[config.mk]
export PLATFORM = sky130hd
export DESIGN_NAME = reg_file_mp
export DESIGN_NICKNAME = d
export VERILOG_FILES = /design/src/rtl/reg_file_mp.sv
export SDC_FILE = /design/constraint.sdc
export NUM_CORES = 2
export LEC_CHECK = 0
export CAP_MARGIN = 10
export CORE_ASPECT_RATIO = 2
export CORE_MARGIN = 2
export CORE_UTILIZATION = 42
export DETAILED_ROUTE_END_ITERATION = 10
export PLACE_DENSITY = 0.61
export RECOVER_POWER = 25
export SYNTH_ARGS = -nofsm -noshare
export SYNTH_HDL_FRONTEND = slang
export SYNTH_SLANG_ARGS = --single-unit
[constraint.sdc]
create_clock -name clk -period 11.16 [get_ports clk]
set_input_delay 1.116 -clock clk [delete_from_list [all_inputs] [get_ports clk]]
set_output_delay 1.116 -clock clk [all_outputs]
set_load 0.005 [all_outputs]
[src/rtl/reg_file_mp.sv]
// Multi-port register file with write-to-read bypass and a pending-write scoreboard.
// Reads are combinational (zero latency); writes/issues land on the rising edge; no backpressure.
module reg_file_mp #(
  parameter int DATA_W   = 32,
  parameter int ADDR_W   = 5,
  parameter int NUM_RD   = 2,
  parameter int ZERO_REG = 1
) (
  input  logic                       clk,
  input  logic                       reset,
  input  logic                       wa_en,
  input  logic [ADDR_W-1:0]          wa_addr,
  input  logic [DATA_W-1:0]          wa_data,
  input  logic                       wb_en,
  input  logic [ADDR_W-1:0]          wb_addr,
  input  logic [DATA_W-1:0]          wb_data,
  input  logic [NUM_RD-1:0]          rd_en,
  input  logic [NUM_RD*ADDR_W-1:0]   rd_addr,
  output logic [NUM_RD*DATA_W-1:0]   rd_data,
  output logic [NUM_RD-1:0]          rd_busy,
  input  logic                       iss_en,
  input  logic [ADDR_W-1:0]          iss_addr,
  output logic [ADDR_W:0]            pend_cnt
);

  localparam int DEPTH = 2 ** ADDR_W;
  localparam bit ZR    = (ZERO_REG != 0);

  logic [DATA_W-1:0] regs [DEPTH];
  logic [DEPTH-1:0]  pend;
  logic [DEPTH-1:0]  pend_clr;
  logic [DEPTH-1:0]  pend_set;
  logic [DEPTH-1:0]  pend_next;
  logic [ADDR_W:0]   dec_cnt;
  logic              inc;
  logic              wa_we;
  logic              wb_we;
  logic              iss_we;

  // Register 0 swallows writes and issues when it is hardwired to zero.
  assign wa_we  = wa_en  && !(ZR && (wa_addr  == '0));
  assign wb_we  = wb_en  && !(ZR && (wb_addr  == '0));
  assign iss_we = iss_en && !(ZR && (iss_addr == '0));

  always_comb begin
    pend_clr = '0;
    pend_set = '0;
    dec_cnt  = '0;
    for (int k = 0; k < DEPTH; k++) begin
      pend_clr[k] = (wa_we && (wa_addr == ADDR_W'(k))) || (wb_we && (wb_addr == ADDR_W'(k)));
      pend_set[k] = iss_we && (iss_addr == ADDR_W'(k));
    end
    // A same-cycle set overrides the clear, so only unset pending bits count as released.
    for (int k = 0; k < DEPTH; k++) begin
      dec_cnt = dec_cnt + {{ADDR_W{1'b0}}, pend_clr[k] & pend[k] & ~pend_set[k]};
    end
    inc       = |(pend_set & ~pend);
    pend_next = (pend & ~pend_clr) | pend_set;
  end

  always_ff @(posedge clk) begin
    if (reset) begin
      for (int k = 0; k < DEPTH; k++) regs[k] <= '0;
      pend     <= '0;
      pend_cnt <= '0;
    end else begin
      if (wa_we) regs[wa_addr] <= wa_data;
      if (wb_we) regs[wb_addr] <= wb_data;
      pend     <= pend_next;
      pend_cnt <= pend_cnt + {{ADDR_W{1'b0}}, inc} - dec_cnt;
    end
  end

  always_comb begin
    rd_data = '0;
    rd_busy = '0;
    for (int i = 0; i < NUM_RD; i++) begin
      logic [ADDR_W-1:0] a;
      a = rd_addr[i*ADDR_W +: ADDR_W];
      if (!reset && rd_en[i]) begin
        if (ZR && (a == '0))
          rd_data[i*DATA_W +: DATA_W] = '0;
        else if (wb_en && (wb_addr == a))
          rd_data[i*DATA_W +: DATA_W] = wb_data;
        else if (wa_en && (wa_addr == a))
          rd_data[i*DATA_W +: DATA_W] = wa_data;
        else
          rd_data[i*DATA_W +: DATA_W] = regs[a];
        rd_busy[i] = pend[a] && !(wa_en && (wa_addr == a)) && !(wb_en && (wb_addr == a));
      end
    end
  end

endmodule

# Word level (Yosys, flattened, before mapping)
# Memories as Yosys holds them, arrays and structs flattened.
# Index checks and enable logic that the tools add are counted.
# totals
ff_bits,38
ram_bits,1024
input_bits,96
word_cells,421
n_memories,1
# classes
addsub,33
order_cmp,2
eq_ne,97
n_mux,28
bitwise_logic,101
n_reduce_logical,157
# memory_table
memory,words,width,read_ports,rd_clocked_by_memory_dff,write_ports,line,source
regs,32,32,2,0,32,29,logic [DATA_W-1:0] regs [DEPTH];
# ops
cell,n
two-way mux 32 bit,10
"equality test 5 bit, second input constant",48
adder 6 x 1 -> 6 bit,27
"equality test 5 x 4 -> 1 bit, second input constant",24
logical AND 1 bit,109
OR reduction 32 bit,3
bitwise AND 1 bit,64
bitwise AND 32 bit,2
inverter 32 bit,2
"equality test 5 x 3 -> 1 bit, second input constant",12
logical OR 1 bit,32
inverter 1 bit,32
bitwise OR 32 bit,1
"equality test 5 x 2 -> 1 bit, second input constant",6
zero test 5 bit,5
equality test 5 bit,4
"equality test 5 x 1 -> 1 bit, second input constant",3
two-way mux 1 bit,14
"< comparator 5 x 6 -> 1 bit, second input constant",2
binary-select mux 1 bit (select 5 bit),2
two-way mux 5 bit,2
zero test 1 bit,8
adder 5 x 1 -> 6 bit,1
subtractor 6 bit,1
other kinds (4),4

# Longest topological paths before layout
# depth
depth_word,39
ltp_mapped,25
mapped_depth_nobuf,23

# Worst setup path after synthesis
# Ideal clock, no wire load.
# synth_path
path_kind,input to register
from,input port wa_addr[0]
to,register pend_cnt[5]
setup_ps,128
arrival_time_ps,6525
t_required_ps,11032
slack_ps,4507
stages,23
path_buffers,2
path_cell_list,buf_2 -> nor2_1 -> a21oi_1 -> buf_2 -> nand2_1 -> o21ai_0 -> and3_1 -> fa_1 -> inv_1 -> ha_1 -> fa_1 -> inv_1 -> fa_1 -> inv_1 -> fa_1 -> fa_1 -> fa_1 -> fa_1 -> ha_1 -> a21o_1 -> a21oi_1 -> xnor2_1 -> nor2_1
# synth_between
elab_chain_len,39
# synth_lines
item,line,source
start: declaration,12,"input logic [ADDR_W-1:0] wa_addr,"
zero test 5 bit,"41, 50",
zero test 1 bit,41,assign wa_we = wa_en && !(ZR && (wa_addr == '0));
logical AND 1 bit,41,
logical AND 1 bit,50,pend_clr[k] = (wa_we && (wa_addr == ADDR_W'(k))) || (wb_we && (wb_addr == ADDR_W'(k)));
logical OR 1 bit,50,
bitwise AND 1 bit (2 in series),55,"dec_cnt = dec_cnt + {{ADDR_W{1'b0}}, pend_clr[k] & pend[k] & ~pend_set[k]};"
adder 1 x 1 -> 2 bit,55,
adder 2 x 1 -> 3 bit,55,
adder 3 x 1 -> 4 bit,55,
adder 4 x 1 -> 5 bit,55,
adder 5 x 1 -> 6 bit,55,
adder 6 x 1 -> 6 bit (25 in series),55,
adder 6 x 1 -> 6 bit (*),55,
subtractor 6 bit (*),70,"pend_cnt <= pend_cnt + {{ADDR_W{1'b0}}, inc} - dec_cnt;"
end signal: assignment,70,
end: declaration,23,output logic [ADDR_W:0] pend_cnt
# Every way passes the cells marked *; elsewhere a longest branch is shown, timed or not.
# A chain may end at the register's enable or synchronous reset.

==> summary.md <==
| Metric | Value |
|---|---|
| Power Internal | 0.007123 W |
| Final ANT Viol Nets | 0 |
| Slew margin rel. | -2.236 |
| Cell mode on critical path | clkbuf_1 |
| Synth area leader | edfxtp_1 |
| Post-layout util | 0.4675 |
| Largest net degree at the start of global routing | 101 |
| Clock Power Share | 0.355 |
| Final Cycle Share | 0.8396 |
| FMAX | 106.7 MHz |
| Max-cap viol count | 18 |
| CTS Buf Count | 97 |
| Crit path cell chain | clkbuf_1, clkbuf_1, or2_2, clkbuf_1 |
| Critical Path Fanout Max | 70 |
| Starting DRT DRC Count | 7,522 |
| H-Tree Depth | 3 |
| Final Max Slew Viols | 639 |
| Final Hold Fails | 0 |
| Die area | 152,100 sq um |
| Top_reg_cell synth | edfxtp_1 |
| Core area | 148,100 sq um |
| Root Driver | clkbuf_16 |
| Post-synth EDFFs | 1,024 |
| CP arrival | 9.62 ns |
| Leakage power | 22.83 nW |
| Main combinational cell family by area after synthesis | compound AO/OA/AOI/OAI gates |
| NetSw | 0.002754 W |
| Maximum vdd drop | 0.0001398 V |
| Post-CTS resize count | 0 |
| Area grow syn2layout | 10.81% |
| Seq pwr share | 0.483 |
| Ys Warns | 0 |
| Slowest-stage cell, CP | clkbuf_1 |
| Layout cell share with drive strength beyond 1 | 0.2217 |
| CP Launch Type | primary input |
| Status | finished with violations |
| Final Wtd Congestion | 0.9987 |
| Die Ht | 549.5 um |
| GR Overflow Total | 0 |
| Fin nets | 4,394 |
| Max clock buf depth | 3 |
| Post-synth top area share | 0.4920 |
| WL final | 290.7 mm |
| Routed length per placed instance | 46.50 um |
| Clock sink total | 1,062 |
| Delay of the slowest critical-path stage | 3.33 ns |
| CP Data Required Time | 11.41 ns |
| Cts hold-fix bufs | 0 |
| Async SR Flop Fraction | 0 |
| Power per cell area | 142.6 nW/um^2 |
| Remaining DRCs | 0 |
| Post-Synthesis Cells | 4,412 |
| Setup TNS | 0 ns |
| Buffers on Ports | 167 |
| Vias in the first global route | 50,170 |
| Clock transition at the registers of the reported paths | 0.07 ns |
| Post-Syn Area | 62,500 sq um |
| Layout Skew | 0.01812 ns |
| RSZ-0062 raised after global routing | false |
| Critical path class | primary input to register |
| Compound-cell area share of the yosys netlist | 0.2019 |
| Initial antenna violation count | 22 |
| CP Capture Type | register |
| Synth area leaders | edfxtp_1 49%, mux4_2 19%, a22o_1 14%, a22oi_1 3.1%, clkbuf_1 2.9% |
| Failing checks | max-capacitance violations, max-slew violations |
| Starting Density | 0.4219 |
| Postcts setup bufs | 0 |
| Synth Area in Adders | 0.01550 |
| Pre-antenna DRT Iters | 8 |
| Row count | 200 |
| I/O pin cnt | 168 |
| CTS tree | built |
| Syn_area_per_cell | 14.17 sq um |
| Seq/Total Area, Yosys | 0.5042 |
| Final Setup Violations | 0 |
| Chip width | 276.8 um |
| Post-synthesis xor/xnor area fraction | 0.003504 |
| Mux contribution to synthesized area | 0.1930 |
| Vias per Instance | 7.832 |
| Min-Delay Path Class | register to register |
| First-pass GRT wire length | 396.3 mm |
| Post-detail-place hpwl | 161.0 mm |
| All-Layer GR Usage | 0.3783 |
| Simple-gate share of the synthesized area | 0.03556 |
| Switching share of power | 0.2789 |
| Via count | 48,960 |
| Comb pwr share | 0.163 |
| Post-synth cell types | 59 |
| Worst Tran Pin Value | 4.854 ns |
| Final min period | 9.370 ns |
| Clock insertion delay at the later pin of the skew report | 0.74 ns |
| Synth Register Bits | 1,062 |
## layout by cell type (no fill, tap or decap), types with 15 or more instances in the layout
| cell | netlist | layout |
|---|---|---|
| a21oi_1 | 36 | 36 |
| a22o_1 | 992 | 992 |
| a22oi_1 | 257 | 257 |
| buf_4 | 5 | 166 |
| clkbuf_1 | 487 | 34 |
| clkbuf_16 | 0 | 98 |
| clkdlybuf4s50_1 | 0 | 154 |
| clkinv_1 | 0 | 22 |
| conb_1 | 1 | 33 |
| dfxtp_1 | 38 | 38 |
| diode_2 | 0 | 15 |
| edfxtp_1 | 1024 | 1024 |
| fa_1 | 29 | 29 |
| ha_1 | 31 | 31 |
| inv_1 | 56 | 56 |
| mux4_2 | 532 | 532 |
| nand2_1 | 196 | 196 |
| nand3_1 | 36 | 36 |
| nor2_1 | 58 | 34 |
| nor2_4 | 0 | 24 |
| nor2b_1 | 25 | 20 |
| nor3_2 | 1 | 16 |
| o211ai_1 | 25 | 25 |
| o21ai_0 | 55 | 55 |
| o21ai_1 | 36 | 36 |
| o22ai_1 | 67 | 67 |
| o2bb2ai_1 | 64 | 64 |
## cells in the mapped netlist, drive strengths merged (5+ instances only)
cell type,count
nand2b,18
xnor2,11
inv,56
a22oi,257
o22ai,67
nor3,25
nand2,196
edfxtp,1024
and2,5
a31oi,6
ha,31
mux2i,6
a22o,992
nor3b,21
fa,29
mux4,532
or2,25
o2bb2ai,64
and3,13
a21oi,36
a211oi,6
o21ai,91
nor2,58
xor2,14
dfxtp,38
nor2b,25
o211ai,25
nand3,36
clkbuf,487
buf,174
## routing by layer
metal	vias up	track usage	wire, um
li1	18100	-	-
met1	24620	0.3930	85220
met2	4668	0.6138	138700
met3	1559	0.1162	35870
met4	14	0.3462	30740
met5	-	0	89
## area by class of cell
type,instances,area [sq um]
Clock inverter,59,633.1
Clock buffer,119,2550
Fill cell,12930,78890
Sequential cell,1062,31510
Timing Repair Buffer,356,3151
Tap cell,1919,2401
Antenna cell,15,37.54
Multi-Input combinational cell,2665,28760
Inverter,56,210.2
## per-stage QoR
stage	hold WS [ns]	cells	power (W)	cell area [sq um]	worst slack, ns
floorplan	0.4509	4444	0.005747	62620	4.507
global placement	0.4650	6056	0.006376	66090	2.298
detailed placement	0.4762	6056	0.006410	66090	2.317
CTS	0.4864	6234	0.009826	69270	3.020
global route	0.4965	6240	0.01008	69230	1.726
finish	0.4902	6251	0.009878	69260	1.790
## cell families after synthesis
group	count (synthesis)
AOI/OAI and AO/OA	1557
DFF	1062
buffers and inverters	717
muxes	540
and+or+nand+nor	450
adders and majority gates	60
xor gates and xnor gates	25
other	1
## worst paths after layout
check | from | endpoint | slack (ns) | cells after the start
max | reset | regs[22][28] | 1.79 | 4
min | pend[0] | pend[0] | 0.49 | 1
max reg2reg | pend[27] | pend_cnt[5] | 5.41 | 18
min reg2reg | pend[0] | pend[0] | 0.49 | 1
## state kept, by name (all words and copies together) (netlist names)
register / count
regs: 1024
pend: 32
pend_cnt: 6
## critical path, delay by kind of cell
kind	cells	cell delay, ns
buffers and inverters	3	7.94
AND/OR/NAND/NOR	1	0.33
## power groups by stage
stage               clock network, W  logic, W  registers, W
floorplan                          0  0.000967       0.00478
global placement                   0   0.00156       0.00482
detailed placement                 0   0.00157       0.00484
CTS                          0.00350   0.00157       0.00476
global route                 0.00363   0.00167       0.00479
finish                       0.00350   0.00161       0.00477
No activity file was read; power rests on OpenSTA's default activity.
